[config.mk]
export PLATFORM = sky130hd
export DESIGN_NAME = vga_sync_gen_flat
export DESIGN_NICKNAME = d
export VERILOG_FILES = /design/src/rtl/vga_pkg.sv /design/src/rtl/vga_sync_gen_if.sv /design/src/rtl/vga_axis_counter.sv /design/src/rtl/vga_sync_gen.sv /design/src/flat_wrapper.sv
export SDC_FILE = /design/constraint.sdc
export NUM_CORES = 1
export LEC_CHECK = 0
export CAP_MARGIN = 10
export CORE_AREA = 2 2 62 64
export DETAILED_ROUTE_END_ITERATION = 8
export DIE_AREA = 0 0 64 66
export PLACE_DENSITY = 0.7
export SKIP_CTS_REPAIR_TIMING = 1
export SLEW_MARGIN = 20
export SYNTH_ARGS = -nofsm -noshare
export SYNTH_HDL_FRONTEND = slang
export SYNTH_SLANG_ARGS = --single-unit
[constraint.sdc]
create_clock -name clk -period 4.5 [get_ports clk]
set_input_delay 0.9 -clock clk [delete_from_list [all_inputs] [get_ports clk]]
set_output_delay 0.9 -clock clk [all_outputs]
set_load 0.01 [all_outputs]
[src/rtl/vga_pkg.sv]
// Shared VGA timing constants, counter width and colour packing for the 640x480@60 raster.
package vga_pkg;

    localparam int unsigned DefHActive = 640;
    localparam int unsigned DefHFp     = 16;
    localparam int unsigned DefHSync   = 96;
    localparam int unsigned DefHBp     = 48;
    localparam int unsigned DefVActive = 480;
    localparam int unsigned DefVFp     = 10;
    localparam int unsigned DefVSync   = 2;
    localparam int unsigned DefVBp     = 33;

    localparam int unsigned DefHTotal     = DefHActive + DefHFp + DefHSync + DefHBp;
    localparam int unsigned DefVTotal     = DefVActive + DefVFp + DefVSync + DefVBp;
    localparam int unsigned DefHSyncStart = DefHActive + DefHFp;
    localparam int unsigned DefHSyncEnd   = DefHSyncStart + DefHSync - 1;
    localparam int unsigned DefVSyncStart = DefVActive + DefVFp;
    localparam int unsigned DefVSyncEnd   = DefVSyncStart + DefVSync - 1;

    localparam int unsigned CntW   = 10;
    localparam int unsigned CntMax = 1 << CntW;

    typedef logic [CntW-1:0] cnt_t;

    // Board colour layout {R[2:0], G[2:0], B[1:0]}.
    typedef struct packed {
        logic [2:0] red;
        logic [2:0] green;
        logic [1:0] blue;
    } rgb_t;

    function automatic logic in_range(input cnt_t v, input int unsigned lo,
                                      input int unsigned hi);
        return (v >= cnt_t'(lo)) && (v <= cnt_t'(hi));
    endfunction

endpackage

[src/rtl/vga_sync_gen_if.sv]
// Renderer/pin-side signal bundle of the VGA sync generator.
interface vga_sync_gen_if;
    import vga_pkg::*;

    logic       pix_tick;
    logic [7:0] rgb_in;
    cnt_t       pixel_x;
    cnt_t       pixel_y;
    logic       video_on;
    logic       frame_tick;
    logic       Hsync;
    logic       Vsync;
    logic [2:0] vgaRed;
    logic [2:0] vgaGreen;
    logic [2:1] vgaBlue;

    modport master (
        output pix_tick, rgb_in,
        input  pixel_x, pixel_y, video_on, frame_tick, Hsync, Vsync,
        input  vgaRed, vgaGreen, vgaBlue
    );

    modport slave (
        input  pix_tick, rgb_in,
        output pixel_x, pixel_y, video_on, frame_tick, Hsync, Vsync,
        output vgaRed, vgaGreen, vgaBlue
    );

endinterface

[src/rtl/vga_axis_counter.sv]
// Enabled modulo-Total counter; wrap_o flags the last count so the next enable returns to 0.
module vga_axis_counter #(
    parameter int unsigned Total = 800,
    parameter int unsigned Width = 10
) (
    input  logic             clk_i,
    input  logic             rst_ni,
    input  logic             en_i,
    output logic [Width-1:0] cnt_o,
    output logic             wrap_o
);

    localparam logic [Width-1:0] Last = Width'(Total - 1);

    logic [Width-1:0] cnt_q, cnt_d;

    assign wrap_o = (cnt_q == Last);
    assign cnt_o  = cnt_q;

    always_comb begin
        cnt_d = cnt_q;
        if (en_i) begin
            cnt_d = wrap_o ? '0 : cnt_q + Width'(1);
        end
    end

    always_ff @(posedge clk_i or negedge rst_ni) begin
        if (!rst_ni) begin
            cnt_q <= '0;
        end else begin
            cnt_q <= cnt_d;
        end
    end

endmodule

[src/rtl/vga_sync_gen.sv]
// VGA raster timing: pixel counters, registered sync/colour pins and a per-frame strobe.
module vga_sync_gen
    import vga_pkg::*;
#(
    parameter int unsigned H_ACTIVE = DefHActive,
    parameter int unsigned H_FP     = DefHFp,
    parameter int unsigned H_SYNC   = DefHSync,
    parameter int unsigned H_BP     = DefHBp,
    parameter int unsigned V_ACTIVE = DefVActive,
    parameter int unsigned V_FP     = DefVFp,
    parameter int unsigned V_SYNC   = DefVSync,
    parameter int unsigned V_BP     = DefVBp
) (
    input logic           clk,
    input logic           rst_n,
    vga_sync_gen_if.slave bus
);

    localparam int unsigned H_TOTAL      = H_ACTIVE + H_FP + H_SYNC + H_BP;
    localparam int unsigned V_TOTAL      = V_ACTIVE + V_FP + V_SYNC + V_BP;
    localparam int unsigned HSyncStart   = H_ACTIVE + H_FP;
    localparam int unsigned HSyncEnd     = HSyncStart + H_SYNC - 1;
    localparam int unsigned VSyncStart   = V_ACTIVE + V_FP;
    localparam int unsigned VSyncEnd     = VSyncStart + V_SYNC - 1;
    localparam cnt_t        VLastActive  = cnt_t'(V_ACTIVE - 1);

    if ((H_TOTAL > CntMax) || (V_TOTAL > CntMax)) begin : g_total_check
        $error("vga_sync_gen: H_TOTAL/V_TOTAL exceed the 10-bit counter range");
    end

    cnt_t h_cnt, v_cnt;
    logic h_wrap, v_wrap, video_on;

    vga_axis_counter #(
        .Total (H_TOTAL),
        .Width (CntW)
    ) u_h_cnt (
        .clk_i  (clk),
        .rst_ni (rst_n),
        .en_i   (bus.pix_tick),
        .cnt_o  (h_cnt),
        .wrap_o (h_wrap)
    );

    vga_axis_counter #(
        .Total (V_TOTAL),
        .Width (CntW)
    ) u_v_cnt (
        .clk_i  (clk),
        .rst_ni (rst_n),
        .en_i   (bus.pix_tick & h_wrap),
        .cnt_o  (v_cnt),
        .wrap_o (v_wrap)
    );

    assign video_on = (h_cnt < cnt_t'(H_ACTIVE)) && (v_cnt < cnt_t'(V_ACTIVE));

    logic hs_q, hs_d, vs_q, vs_d, frame_q, frame_d;
    rgb_t rgb_q, rgb_d;

    // Pins describe the pixel the counters held when the tick arrived (one pixel lag).
    always_comb begin
        hs_d    = hs_q;
        vs_d    = vs_q;
        rgb_d   = rgb_q;
        frame_d = 1'b0;
        if (bus.pix_tick) begin
            hs_d    = !in_range(h_cnt, HSyncStart, HSyncEnd);
            vs_d    = !in_range(v_cnt, VSyncStart, VSyncEnd);
            rgb_d   = video_on ? rgb_t'(bus.rgb_in) : '0;
            frame_d = h_wrap && (v_cnt == VLastActive);
        end
    end

    always_ff @(posedge clk or negedge rst_n) begin
        if (!rst_n) begin
            hs_q    <= 1'b1;
            vs_q    <= 1'b1;
            rgb_q   <= '0;
            frame_q <= 1'b0;
        end else begin
            hs_q    <= hs_d;
            vs_q    <= vs_d;
            rgb_q   <= rgb_d;
            frame_q <= frame_d;
        end
    end

    assign bus.pixel_x    = h_cnt;
    assign bus.pixel_y    = v_cnt;
    assign bus.video_on   = video_on;
    assign bus.frame_tick = frame_q;
    assign bus.Hsync      = hs_q;
    assign bus.Vsync      = vs_q;
    assign bus.vgaRed     = rgb_q.red;
    assign bus.vgaGreen   = rgb_q.green;
    assign bus.vgaBlue    = rgb_q.blue;

    // End of frame: both axes must land on (0,0) together.
    frame_wrap_a: assert property (@(posedge clk) disable iff (!rst_n)
        (bus.pix_tick && h_wrap && v_wrap) |=> ((h_cnt == '0) && (v_cnt == '0)));

endmodule

[src/flat_wrapper.sv]
// flat-port wrapper written by rule: the top's interface ports become plain ports
module vga_sync_gen_flat import vga_pkg::*;
#(
    parameter int unsigned H_ACTIVE = DefHActive,
    parameter int unsigned H_FP     = DefHFp,
    parameter int unsigned H_SYNC   = DefHSync,
    parameter int unsigned H_BP     = DefHBp,
    parameter int unsigned V_ACTIVE = DefVActive,
    parameter int unsigned V_FP     = DefVFp,
    parameter int unsigned V_SYNC   = DefVSync,
    parameter int unsigned V_BP     = DefVBp
)
  (clk, rst_n, bus_pix_tick, bus_rgb_in, bus_pixel_x, bus_pixel_y, bus_video_on, bus_frame_tick, bus_Hsync, bus_Vsync, bus_vgaRed, bus_vgaGreen, bus_vgaBlue);
  vga_sync_gen_if bus_i ();
  input logic clk;
  input logic rst_n;
  input wire logic [$bits(bus_i.pix_tick)-1:0] bus_pix_tick;
  input wire logic [$bits(bus_i.rgb_in)-1:0] bus_rgb_in;
  output wire logic [$bits(bus_i.pixel_x)-1:0] bus_pixel_x;
  output wire logic [$bits(bus_i.pixel_y)-1:0] bus_pixel_y;
  output wire logic [$bits(bus_i.video_on)-1:0] bus_video_on;
  output wire logic [$bits(bus_i.frame_tick)-1:0] bus_frame_tick;
  output wire logic [$bits(bus_i.Hsync)-1:0] bus_Hsync;
  output wire logic [$bits(bus_i.Vsync)-1:0] bus_Vsync;
  output wire logic [$bits(bus_i.vgaRed)-1:0] bus_vgaRed;
  output wire logic [$bits(bus_i.vgaGreen)-1:0] bus_vgaGreen;
  output wire logic [$bits(bus_i.vgaBlue)-1:0] bus_vgaBlue;
  assign bus_i.pix_tick = bus_pix_tick;
  assign bus_i.rgb_in = bus_rgb_in;
  assign bus_pixel_x = bus_i.pixel_x;
  assign bus_pixel_y = bus_i.pixel_y;
  assign bus_video_on = bus_i.video_on;
  assign bus_frame_tick = bus_i.frame_tick;
  assign bus_Hsync = bus_i.Hsync;
  assign bus_Vsync = bus_i.Vsync;
  assign bus_vgaRed = bus_i.vgaRed;
  assign bus_vgaGreen = bus_i.vgaGreen;
  assign bus_vgaBlue = bus_i.vgaBlue;
  vga_sync_gen #(.H_ACTIVE(H_ACTIVE), .H_FP(H_FP), .H_SYNC(H_SYNC), .H_BP(H_BP), .V_ACTIVE(V_ACTIVE), .V_FP(V_FP), .V_SYNC(V_SYNC), .V_BP(V_BP)) u_core (.clk(clk), .rst_n(rst_n), .bus(bus_i));
endmodule
==> results.py, run 1 <==
metrics = {
    "status": {
        "outcome": "finished clean",
    },
    "grt": {
        "global_route.usage.met2_pct": 33.98,
        "global_route.overflow_total": 0,
        "grt_pass1_wl_um": 6368,
        "antenna_found_initial": 0,
        "grt_start_max_net_pins": 30,
        "global_route.usage.met1_pct": 23.88,
        "via_count_of_the_first_global_routing_pass": 1358,
        "globalRoute.busiestLayer": "met2",
        "gr-usage-met3_pct": 5.281,
        "grtUsageTotal_pct": 19.46,
    },
    "final_layout": {
        "num_antenna_cells": 0,
        "finish.net_count": 221,
        "final_layout_size_suffix_gt1_share_pct": 9.662,
        "fillers": 309,
        "syn_to_final_growth_pct": 36.34,
        "layoutNonFillerInstCount": 255,
    },
    "sta": {
        "finalSetupViolCount": 0,
        "final_period_minus_worst_setup_slack_ns": 2.904,
        "hold_viol_final": 0,
        "timing.clock.skew_ns": 0.007433,
        "number_of_max_slew_violations_in_the_final_report": 0,
        "max_slew_margin_pct": 62.20,
        "tightestPinTransition_ns": 0.5670,
        "period_share_pct": 64.53,
        "grt_setup_unrepaired": "no",
        "fmax_mhz": 344.4,
        "setup_total_negative_slack_ns": 0,
        "layout_setup_ws_ns": 1.596,
    },
    "logic_synthesis": {
        "synth_area_per_cell_um2": 9.827,
        "synth_nets": 173,
        "ys_async_sr_fraction_pct": 100.0,
        "yosys_register_bits": 31,
        "synth.top_cells.by_count": "sky130_fd_sc_hd__dfrtp_1 (29), sky130_fd_sc_hd__nand2_1 (15), sky130_fd_sc_hd__inv_1 (14)",
        "yosys_warnings": 0,
        "synthesis.area_um2": 1553,
        "synth_ff_type": "sky130_fd_sc_hd__dfrtp_1",
        "synth.yosys.seq_area_share_pct": 50.12,
        "synth.top_cell.area_share_pct": 46.74,
        "synth_largest_area_cell": "sky130_fd_sc_hd__dfrtp_1",
        "synthTopCellsByArea": "sky130_fd_sc_hd__dfrtp_1 (47%), sky130_fd_sc_hd__nand3_1 (4.2%), sky130_fd_sc_hd__xnor2_1 (3.9%)",
        "synth.most_common_cell": "sky130_fd_sc_hd__dfrtp_1",
        "postSynthCellCount": 158,
        "ys_types": 38,
        "synth-edff-count": 0,
    },
    "power": {
        "internal_power_mw": 0.5268,
        "share_of_total_power_in_combinational_logic_pct": 22.4,
        "vdd_ir_drop_max_uv": 232.2,
        "switching_share_pct": 29.25,
        "netSwitchingPower_mw": 0.2178,
        "cellPowerDensity_nw_per_um2": 351.7,
        "p_leak_nw": 0.9160,
        "clock_power_share_pct": 30.4,
        "power.share.sequential_pct": 47.2,
        "totalPowerFinal_mw": 0.7446,
    },
    "floorplan": {
        "std_cell_rows": 22,
        "initial_utilization_pct": 43.73,
        "die_w_um": 64,
        "coreArea_um2": 3551,
        "die_area_um2": 4224,
        "dieHeight_um": 66,
        "io-pin-count": 43,
    },
    "detailed_routing": {
        "drt_first_pass_iters": 4,
        "detail_route.iter0.violations": 85,
        "routed_wl_um": 3612,
        "average_via_count_per_standard_cell": 5.333,
        "detail-route-antenna-nets": 0,
        "routed_wire_length_per_instance_um": 14.16,
        "drcViolationCount": 0,
        "route.vias.total": 1360,
    },
    "critical_path": {
        "critPathLaunchType": "flop",
        "critPathTopFamily": "buffers and inverters",
        "crit_path_cell_trace": "o21ai_0 -> nand3b_1 -> inv_1 -> clkdlybuf4s50_1",
        "cpMaxStageDelayCell": "sky130_fd_sc_hd__clkdlybuf4s50_1",
        "worst-endpoint-required_ns": 3.60,
        "critical_path_arrival_ns": 2.00,
        "path_buf_inv": 2,
        "crit_path_max_cell_delay_ns": 0.54,
        "endpoint_kind_of_the_worst_setup_timing_path": "primary output",
        "crit_type": "reg2out",
        "cp_max_fo": 9,
    },
    "clock_tree": {
        "clkSinkCount": 31,
        "cts_tree": "built",
        "worst_setup_hold_path_clk_slew_ns": 0.10,
        "cts-root-buf": "sky130_fd_sc_hd__clkbuf_4",
        "clockBufferDepth": 2,
        "cts_inserted_buffers": 5,
        "clock_latency_ns": 0.33,
        "cts.htree.levels": 2,
    },
    "placed_design": {
        "placement.setup.worst_slack_ns": 1.694,
        "port-buffer-count": 42,
        "place_inst": 247,
        "dp_hpwl_um": 2700,
        "gpl.final_weighted_congestion": 0.8357,
    },
    "min_path": {
        "type_of_the_worst_min_delay_path": "reg2reg",
    },
    "job": {
        "maxCapViolCount": 0,
    },
}
[power by group through the flow]
stage          logic (mW)  registers, mW  clock network (mW)
3_3_place_gp        0.165          0.354                   0
6_report            0.167          0.352               0.226
2_1_floorplan      0.0675          0.361                   0
3_5_place_dp        0.168          0.357                   0
5_1_grt             0.184          0.358               0.247
4_1_cts             0.169          0.352               0.233
[path summary, 6_finish.rpt]
check	depth (start not counted)	from	end	slack (ns)
worst max-delay path	4	u_core.u_h_cnt.cnt_o[7]	bus_video_on	1.60
worst min-delay path	2	u_core.bus.Hsync	u_core.bus.Hsync	0.50
worst max register to register	5	u_core.u_h_cnt.cnt_o[0]	u_core.u_v_cnt.cnt_o[9]	2.63
worst min register to register	2	u_core.bus.Hsync	u_core.bus.Hsync	0.50
max in group asynchronous	2	rst_n	u_core.bus.Vsync	3.36
min in group asynchronous	1	rst_n	u_core.bus.vgaRed[2]	0.56
[layout make-up]
| type | instances | area (um2) | area share, % |
|---|---|---|---|
| flip-flops and latches | 31 | 778.2 | 36.76 |
| multi-input cells | 110 | 709.4 | 33.51 |
| repair buffers | 44 | 430.4 | 20.33 |
| well taps | 48 | 60.06 | 2.837 |
| inverters | 14 | 52.55 | 2.482 |
| clock buffers | 6 | 51.30 | 2.423 |
| clock inverters | 2 | 35.03 | 1.655 |
[per-stage QoR]
step | hold WS, ns | utilization, % | instance area, um2
final | 0.4980 | 59.62 | 2117
after global routing | 0.5277 | 59.62 | 2117
after CTS | 0.5046 | 59.62 | 2117
after detailed placement | 0.4830 | 57.19 | 2031
after global placement | 0.4787 | 57.33 | 2036
after floorplan | 0.4909 | - | 1553
[layer usage]
metal	up-vias	share of wire, %
met3	7	6.5
met2	50	51
li1	646	-
met5	-	0
met4	0	1.2
met1	657	41
[layout by cell type, fill, tap and decap left out, types with 2 or more instances in the layout]
cell type / instances
sky130_fd_sc_hd__nor2_1: 12
sky130_fd_sc_hd__clkdlybuf4s50_1: 41
sky130_fd_sc_hd__dfrtp_1: 29
sky130_fd_sc_hd__and3_1: 3
sky130_fd_sc_hd__dfstp_2: 2
sky130_fd_sc_hd__nor4_1: 3
sky130_fd_sc_hd__xnor2_1: 7
sky130_fd_sc_hd__a21oi_1: 3
sky130_fd_sc_hd__buf_4: 2
sky130_fd_sc_hd__nor3_1: 5
sky130_fd_sc_hd__o22ai_1: 9
sky130_fd_sc_hd__nand4_1: 6
sky130_fd_sc_hd__nand2_1: 15
sky130_fd_sc_hd__xor2_1: 6
sky130_fd_sc_hd__ha_1: 4
sky130_fd_sc_hd__clkbuf_4: 5
sky130_fd_sc_hd__inv_1: 14
sky130_fd_sc_hd__o21ai_0: 5
sky130_fd_sc_hd__nand3_1: 13
[logic make-up after synthesis]
logic type,count (synthesis),share of synthesized area (%)
and+or+nand+nor,73,27.32
adders and majority gates,4,3.223
xor gates and xnor gates,13,7.333
muxes,1,0.6447
buffers and inverters,17,4.189
DFF,31,50.12
AOI/OAI and AO/OA,19,7.171
[worst register-to-register path, cell delays in order, from the launching register on]
cell and delay (ns):
sky130_fd_sc_hd__dfrtp_1 0.43, sky130_fd_sc_hd__ha_1 0.27, sky130_fd_sc_hd__and4_2 0.33, sky130_fd_sc_hd__nand3_4 0.12, sky130_fd_sc_hd__or4_1 0.49, sky130_fd_sc_hd__a21oi_1 0.15
[registers in the layout, summed over array words and instances (netlist names)]
name and flops:
u_core.u_h_cnt.cnt_o 10, u_core.u_v_cnt.cnt_o 10, u_core.bus.vgaGreen 3, u_core.bus.vgaRed 3, u_core.bus.vgaBlue 2, u_core.bus.Hsync 1, u_core.bus.Vsync 1, u_core.bus.frame_tick 1
No activity file was read; power rests on OpenSTA's default activity.
==> run 2, diff against run 1 <==
Settings changed: CORE_AREA 2 2 62 64 to 2 2 64 66, DIE_AREA 0 0 64 66 to 0 0 66 68, PLACE_DENSITY 0.7 to 0.69.
Clock period 4.5 ns to 2.6 ns, I/O delays scaled along.
==> results.py, run 2 (synthesized netlist as in run 1, its figures left out) <==
metrics = {
    "clock_tree": {
        "cts-root-buf": "sky130_fd_sc_hd__clkbuf_8",
        "clkSinkCount": 31,
        "cts.htree.levels": 2,
        "clockBufferDepth": 2,
        "worst_setup_hold_path_clk_slew_ns": 0.06,
        "cts_inserted_buffers": 5,
        "cts_tree": "built",
        "clock_latency_ns": 0.29,
    },
    "power": {
        "internal_power_mw": 0.8743,
        "share_of_total_power_in_combinational_logic_pct": 23.0,
        "cellPowerDensity_nw_per_um2": 592.4,
        "power.share.sequential_pct": 48.1,
        "clock_power_share_pct": 28.9,
        "netSwitchingPower_mw": 0.3858,
        "p_leak_nw": 0.9154,
        "switching_share_pct": 30.61,
        "vdd_ir_drop_max_uv": 319.8,
    },
    "floorplan": {
        "initial_utilization_pct": 40.27,
        "die_w_um": 66,
        "io-pin-count": 43,
        "std_cell_rows": 23,
        "coreArea_um2": 3856,
        "dieHeight_um": 68,
        "die_area_um2": 4488,
    },
    "final_layout": {
        "num_antenna_cells": 0,
        "syn_to_final_growth_pct": 36.99,
        "finish.net_count": 222,
        "leading_cell_types_in_the_layout_fill_and_taps_excluded": "sky130_fd_sc_hd__clkdlybuf4s50_1 (42), sky130_fd_sc_hd__dfrtp_1 (29), sky130_fd_sc_hd__nand2_1 (15), sky130_fd_sc_hd__inv_1 (14), sky130_fd_sc_hd__nand3_1 (13)",
        "most_frequent_standard_cell_in_the_layout_excluding_fill_and_tap_cells": "sky130_fd_sc_hd__clkdlybuf4s50_1",
        "fillers": 363,
        "final_layout_size_suffix_gt1_share_pct": 8.654,
    },
    "critical_path": {
        "critical_path_arrival_ns": 1.70,
        "endpoint_kind_of_the_worst_setup_timing_path": "primary output",
        "crit_type": "reg2out",
        "cp_max_fo": 7,
        "critPathLaunchType": "flop",
        "worst-endpoint-required_ns": 2.08,
    },
    "grt": {
        "global_route.overflow_total": 0,
        "grt_start_max_net_pins": 32,
        "antenna_found_initial": 0,
        "grtUsageTotal_pct": 17.99,
        "via_count_of_the_first_global_routing_pass": 1380,
        "grt_pass1_wl_um": 6147,
    },
    "sta": {
        "grt_setup_unrepaired": "no",
        "setup_total_negative_slack_ns": 0,
        "tightestPinTransition_ns": 0.3918,
        "whs_ns": 0.4881,
        "timing.clock.skew_ns": 0.005751,
        "final_period_minus_worst_setup_slack_ns": 2.217,
        "max_slew_margin_pct": 73.88,
        "fmax_mhz": 451.0,
        "finalSetupViolCount": 0,
        "number_of_max_slew_violations_in_the_final_report": 0,
        "hold_viol_final": 0,
        "period_share_pct": 85.28,
    },
    "min_path": {
        "type_of_the_worst_min_delay_path": "reg2reg",
    },
    "detailed_routing": {
        "routed_wl_um": 3569,
        "detail_route.iter0.violations": 73,
        "routed_wire_length_per_instance_um": 13.83,
        "drt_first_pass_iters": 4,
        "drcViolationCount": 0,
        "detail-route-antenna-nets": 0,
        "average_via_count_per_standard_cell": 5.178,
        "route.vias.total": 1336,
    },
    "status": {
        "outcome": "finished clean",
    },
    "placed_design": {
        "port-buffer-count": 42,
        "gpl.final_weighted_congestion": 0.8325,
        "dp_hpwl_um": 2639,
    },
    "job": {
        "maxCapViolCount": 0,
    },
}
[run 2: metrics by stage]
stage | worst slack, ns | cells | instance area, um2 | total power, mW | utilization (%)
global placement | 0.4708 | 250 | 2046 | 0.8972 | 53.05
detailed placement | 0.3972 | 250 | 2046 | 0.9051 | 53.05
global route | 0.2963 | 258 | 2127 | 1.325 | 55.16
floorplan | 0.9014 | 158 | 1553 | 0.7424 | -
finish | 0.3827 | 258 | 2127 | 1.260 | 55.16
CTS | 0.3482 | 258 | 2127 | 1.272 | 55.16
[run 2: power groups by stage]
stage / logic, mW / registers [mW] / clock network (mW)
finish: 0.290 / 0.606 / 0.364
floorplan: 0.117 / 0.625 / 0
global route: 0.317 / 0.616 / 0.393
detailed placement: 0.293 / 0.612 / 0
CTS: 0.294 / 0.606 / 0.373
global placement: 0.286 / 0.611 / 0
[run 2: layer usage]
metal  vias to the layer above  GRT usage [%]  part of all wire (%)
met5                         -              0                     0
met4                         0          7.653                   1.3
met3                         3          4.605                   5.1
met2                        39          30.43                    47
met1                       640          21.95                    46
li1                        654              -                     -
[run 2: layout make-up]
class	instances	area, um2	share of cell area (%)
clock inverters	1	5.005	0.2353
flip-flops and latches	31	778.2	36.59
inverters	14	52.55	2.471
well taps	50	62.56	2.941
clock buffers	7	76.32	3.588
repair buffers	45	442.9	20.82
multi-input cells	110	709.4	33.35
[run 2: critical path, cell delays in order (launching register included)]
cell                              delay, ns
sky130_fd_sc_hd__dfrtp_1               0.45
sky130_fd_sc_hd__o21ai_0               0.23
sky130_fd_sc_hd__nand3b_1              0.13
sky130_fd_sc_hd__inv_1                 0.07
sky130_fd_sc_hd__clkdlybuf4s50_1       0.52
[run 2: path summary, 6_finish.rpt]
check                      cells past startpoint                     from                 endpoint  slack [ns]
max                                            4  u_core.u_h_cnt.cnt_o[7]             bus_video_on        0.38
max in group asynchronous                      2                    rst_n         u_core.bus.Vsync        1.65
min                                            2         u_core.bus.Vsync         u_core.bus.Vsync        0.49
max reg2reg                                    5  u_core.u_h_cnt.cnt_o[0]  u_core.u_v_cnt.cnt_o[9]        0.71
min reg2reg                                    2         u_core.bus.Vsync         u_core.bus.Vsync        0.49
min in group asynchronous                      2                    rst_n  u_core.u_v_cnt.cnt_o[0]        0.63
==> run 3, diff against run 2 <==
Settings changed: ABC_AREA set to 1, CORE_AREA 2 2 64 66 to 2 2 66 68, DIE_AREA 0 0 66 68 to 0 0 68 70.
==> results.py, run 3 <==
metrics = {
    "final_layout": {
        "num_antenna_cells": 0,
        "final_layout_size_suffix_gt1_share_pct": 6.522,
        "fillers": 411,
        "layoutNonFillerInstCount": 328,
        "leading_cell_types_in_the_layout_fill_and_taps_excluded": "sky130_fd_sc_hd__nand2_1 (63), sky130_fd_sc_hd__clkdlybuf4s50_1 (42), sky130_fd_sc_hd__inv_1 (33), sky130_fd_sc_hd__dfrtp_1 (29), sky130_fd_sc_hd__o21ai_0 (22)",
        "syn_to_final_growth_pct": 33.41,
        "final_design_area_no_fill_um2": 2283,
        "finish.net_count": 290,
        "most_frequent_standard_cell_in_the_layout_excluding_fill_and_tap_cells": "sky130_fd_sc_hd__nand2_1",
    },
    "logic_synthesis": {
        "ys_types": 25,
        "synth_ff_type": "sky130_fd_sc_hd__dfrtp_1",
        "synth-edff-count": 0,
        "synth_largest_area_cell": "sky130_fd_sc_hd__dfrtp_1",
        "synth_nets": 241,
        "synth.top_cells.by_count": "sky130_fd_sc_hd__nand2_1 (63), sky130_fd_sc_hd__inv_1 (33), sky130_fd_sc_hd__dfrtp_1 (29)",
        "synth.most_common_cell": "sky130_fd_sc_hd__nand2_1",
        "yosys_register_bits": 31,
        "postSynthCellCount": 226,
        "synth_area_per_cell_um2": 7.574,
        "yosys_warnings": 0,
        "synthesis.area_um2": 1712,
        "synthTopCellsByArea": "sky130_fd_sc_hd__dfrtp_1 (42%), sky130_fd_sc_hd__nand2_1 (14%), sky130_fd_sc_hd__inv_1 (7.2%)",
        "ys_async_sr_fraction_pct": 100.0,
        "synth.yosys.seq_area_share_pct": 45.47,
        "synth.top_cell.area_share_pct": 42.40,
    },
    "sta": {
        "fmax_mhz": 436.7,
        "final_period_minus_worst_setup_slack_ns": 2.290,
        "number_of_max_slew_violations_in_the_final_report": 0,
        "hold_viol_final": 0,
        "timing.clock.skew_ns": 0.002129,
        "tightestPinTransition_ns": 0.3776,
        "grt_setup_unrepaired": "no",
        "setup_total_negative_slack_ns": 0,
        "max_slew_margin_pct": 74.82,
        "finalSetupViolCount": 0,
        "period_share_pct": 88.07,
    },
    "job": {
        "maxCapViolCount": 0,
    },
    "power": {
        "vdd_ir_drop_max_uv": 411.8,
        "p_leak_nw": 1.057,
        "cellPowerDensity_nw_per_um2": 780.7,
    },
    "status": {
        "outcome": "finished clean",
    },
    "critical_path": {
        "worst-endpoint-required_ns": 2.08,
        "timing.reg2reg.worst_path_depth": 8,
        "cp_max_fo": 9,
        "worstReg2RegStart": "u_core.u_h_cnt.cnt_o[0]",
        "crit_type": "reg2out",
        "ff2ff_setup_slack_ns": 0.89,
        "endpoint_kind_of_the_worst_setup_timing_path": "primary output",
        "critical_path_arrival_ns": 1.77,
        "rr_endpoint": "u_core.u_v_cnt.cnt_o[2]",
        "critPathLaunchType": "flop",
    },
    "detailed_routing": {
        "detail_route.iter0.violations": 86,
        "routed_wl_um": 3853,
        "drcViolationCount": 0,
        "detail-route-antenna-nets": 0,
        "average_via_count_per_standard_cell": 4.863,
        "route.vias.total": 1595,
        "routed_wire_length_per_instance_um": 11.75,
        "drt_first_pass_iters": 4,
    },
    "clock_tree": {
        "cts_inserted_buffers": 5,
        "clockBufferDepth": 2,
        "cts.htree.levels": 2,
        "worst_setup_hold_path_clk_slew_ns": 0.06,
        "clkSinkCount": 31,
        "clock_latency_ns": 0.28,
        "cts_tree": "built",
        "cts-root-buf": "sky130_fd_sc_hd__clkbuf_8",
    },
    "grt": {
        "grt_start_max_net_pins": 32,
        "antenna_found_initial": 0,
        "via_count_of_the_first_global_routing_pass": 1343,
        "global_route.overflow_total": 0,
        "grt_pass1_wl_um": 6216,
        "grtUsageTotal_pct": 17.01,
    },
    "placed_design": {
        "dp_hpwl_um": 2834,
        "gpl.final_weighted_congestion": 0.8150,
        "place_inst": 320,
        "port-buffer-count": 42,
        "placed_cell_area_um2": 2202,
    },
    "min_path": {
        "worst_hold_startpoint": "u_core.bus.vgaRed[2]",
        "worst_hold_path.endpoint": "u_core.bus.vgaRed[2]",
        "min_delay_path_depth": 2,
        "type_of_the_worst_min_delay_path": "reg2reg",
    },
    "floorplan": {
        "initial_utilization_pct": 41.30,
        "die_area_um2": 4760,
        "die_w_um": 68,
        "io-pin-count": 43,
        "coreArea_um2": 4144,
        "dieHeight_um": 70,
        "std_cell_rows": 24,
    },
}
run 3: cell count changes after synthesis, moves of 6 or more:
| cell | change |
|---|---|
| sky130_fd_sc_hd__inv_1 | +19 |
| sky130_fd_sc_hd__nand2_1 | +48 |
| sky130_fd_sc_hd__nand3_1 | +6 |
| sky130_fd_sc_hd__xnor2_1 | -7 |
| sky130_fd_sc_hd__o22ai_1 | -9 |
| sky130_fd_sc_hd__o21ai_0 | +17 |
run 3: final cells by class:
type                       count  area, um2  area share [%]
clock inverter                 1      5.005          0.2192
multi-input combinational    158      784.5           34.36
inverter                      33      123.9           5.425
timing repair buffer          46      450.4           19.73
tap                           52      65.06           2.849
clock buffer                   7      76.32           3.342
sequential                    31      778.2           34.08
run 3: kinds of logic after synthesis:
family | share of synthesized area, %
compound gates | 8.699
flops | 45.47
simple gates | 32.16
buf+inv | 8.699
fa+ha+maj | 2.924
xor+xnor | 2.047
run 3: per-stage QoR:
step                      power (mW)  setup WS, ns  hold slack [ns]  utilization (%)
after global routing           1.914        0.1995           0.5056            55.10
after global placement         1.429        0.6151           0.4759            53.14
after CTS                      1.798        0.2988           0.4931            55.10
after floorplan                1.054         1.115           0.2244                -
final                          1.783        0.3103           0.4900            55.10
after detailed placement       1.438        0.6171           0.4779            53.14
run 3: worst max-delay path by stage:
stage | startpoint | to | slack (ns) | cells past startpoint
2_1_floorplan | u_core.u_h_cnt.cnt_o[9] | bus_video_on | 1.12 | 5
3_3_place_gp | u_core.u_h_cnt.cnt_o[9] | bus_video_on | 0.62 | 7
3_5_place_dp | u_core.u_h_cnt.cnt_o[9] | bus_video_on | 0.62 | 7
4_1_cts | u_core.u_h_cnt.cnt_o[9] | bus_video_on | 0.30 | 7
5_1_grt | u_core.u_h_cnt.cnt_o[9] | bus_video_on | 0.20 | 7
6_report | u_core.u_h_cnt.cnt_o[9] | bus_video_on | 0.31 | 7
run 3: layer usage:
metal	share of wire [%]	vias to the layer above	routed length [um]	track usage, %
met1	47	728	1803	23.22
met3	6.3	4	241	5.475
li1	-	824	-	-
met4	1.1	0	43	4.667
met2	46	39	1764	25.78
met5	0	-	0	0
run 3: report_power, final:
group | internal [mW] | leakage [nW] | switching [mW]
logic | 0.356 | 0.644 | 0.337
registers | 0.601 | 0.371 | 0.129
clock network | 0.187 | 0.0422 | 0.173
total | 1.14 | 1.06 | 0.638
run 3: worst max-delay path: stages, from the launching register on:
cell and delay [ns]:
sky130_fd_sc_hd__dfrtp_1 0.43, sky130_fd_sc_hd__nand2_1 0.12, sky130_fd_sc_hd__nand2_1 0.06, sky130_fd_sc_hd__nor2_1 0.08, sky130_fd_sc_hd__o21ai_1 0.07, sky130_fd_sc_hd__buf_4 0.16
sky130_fd_sc_hd__inv_1 0.05, sky130_fd_sc_hd__clkdlybuf4s50_1 0.52
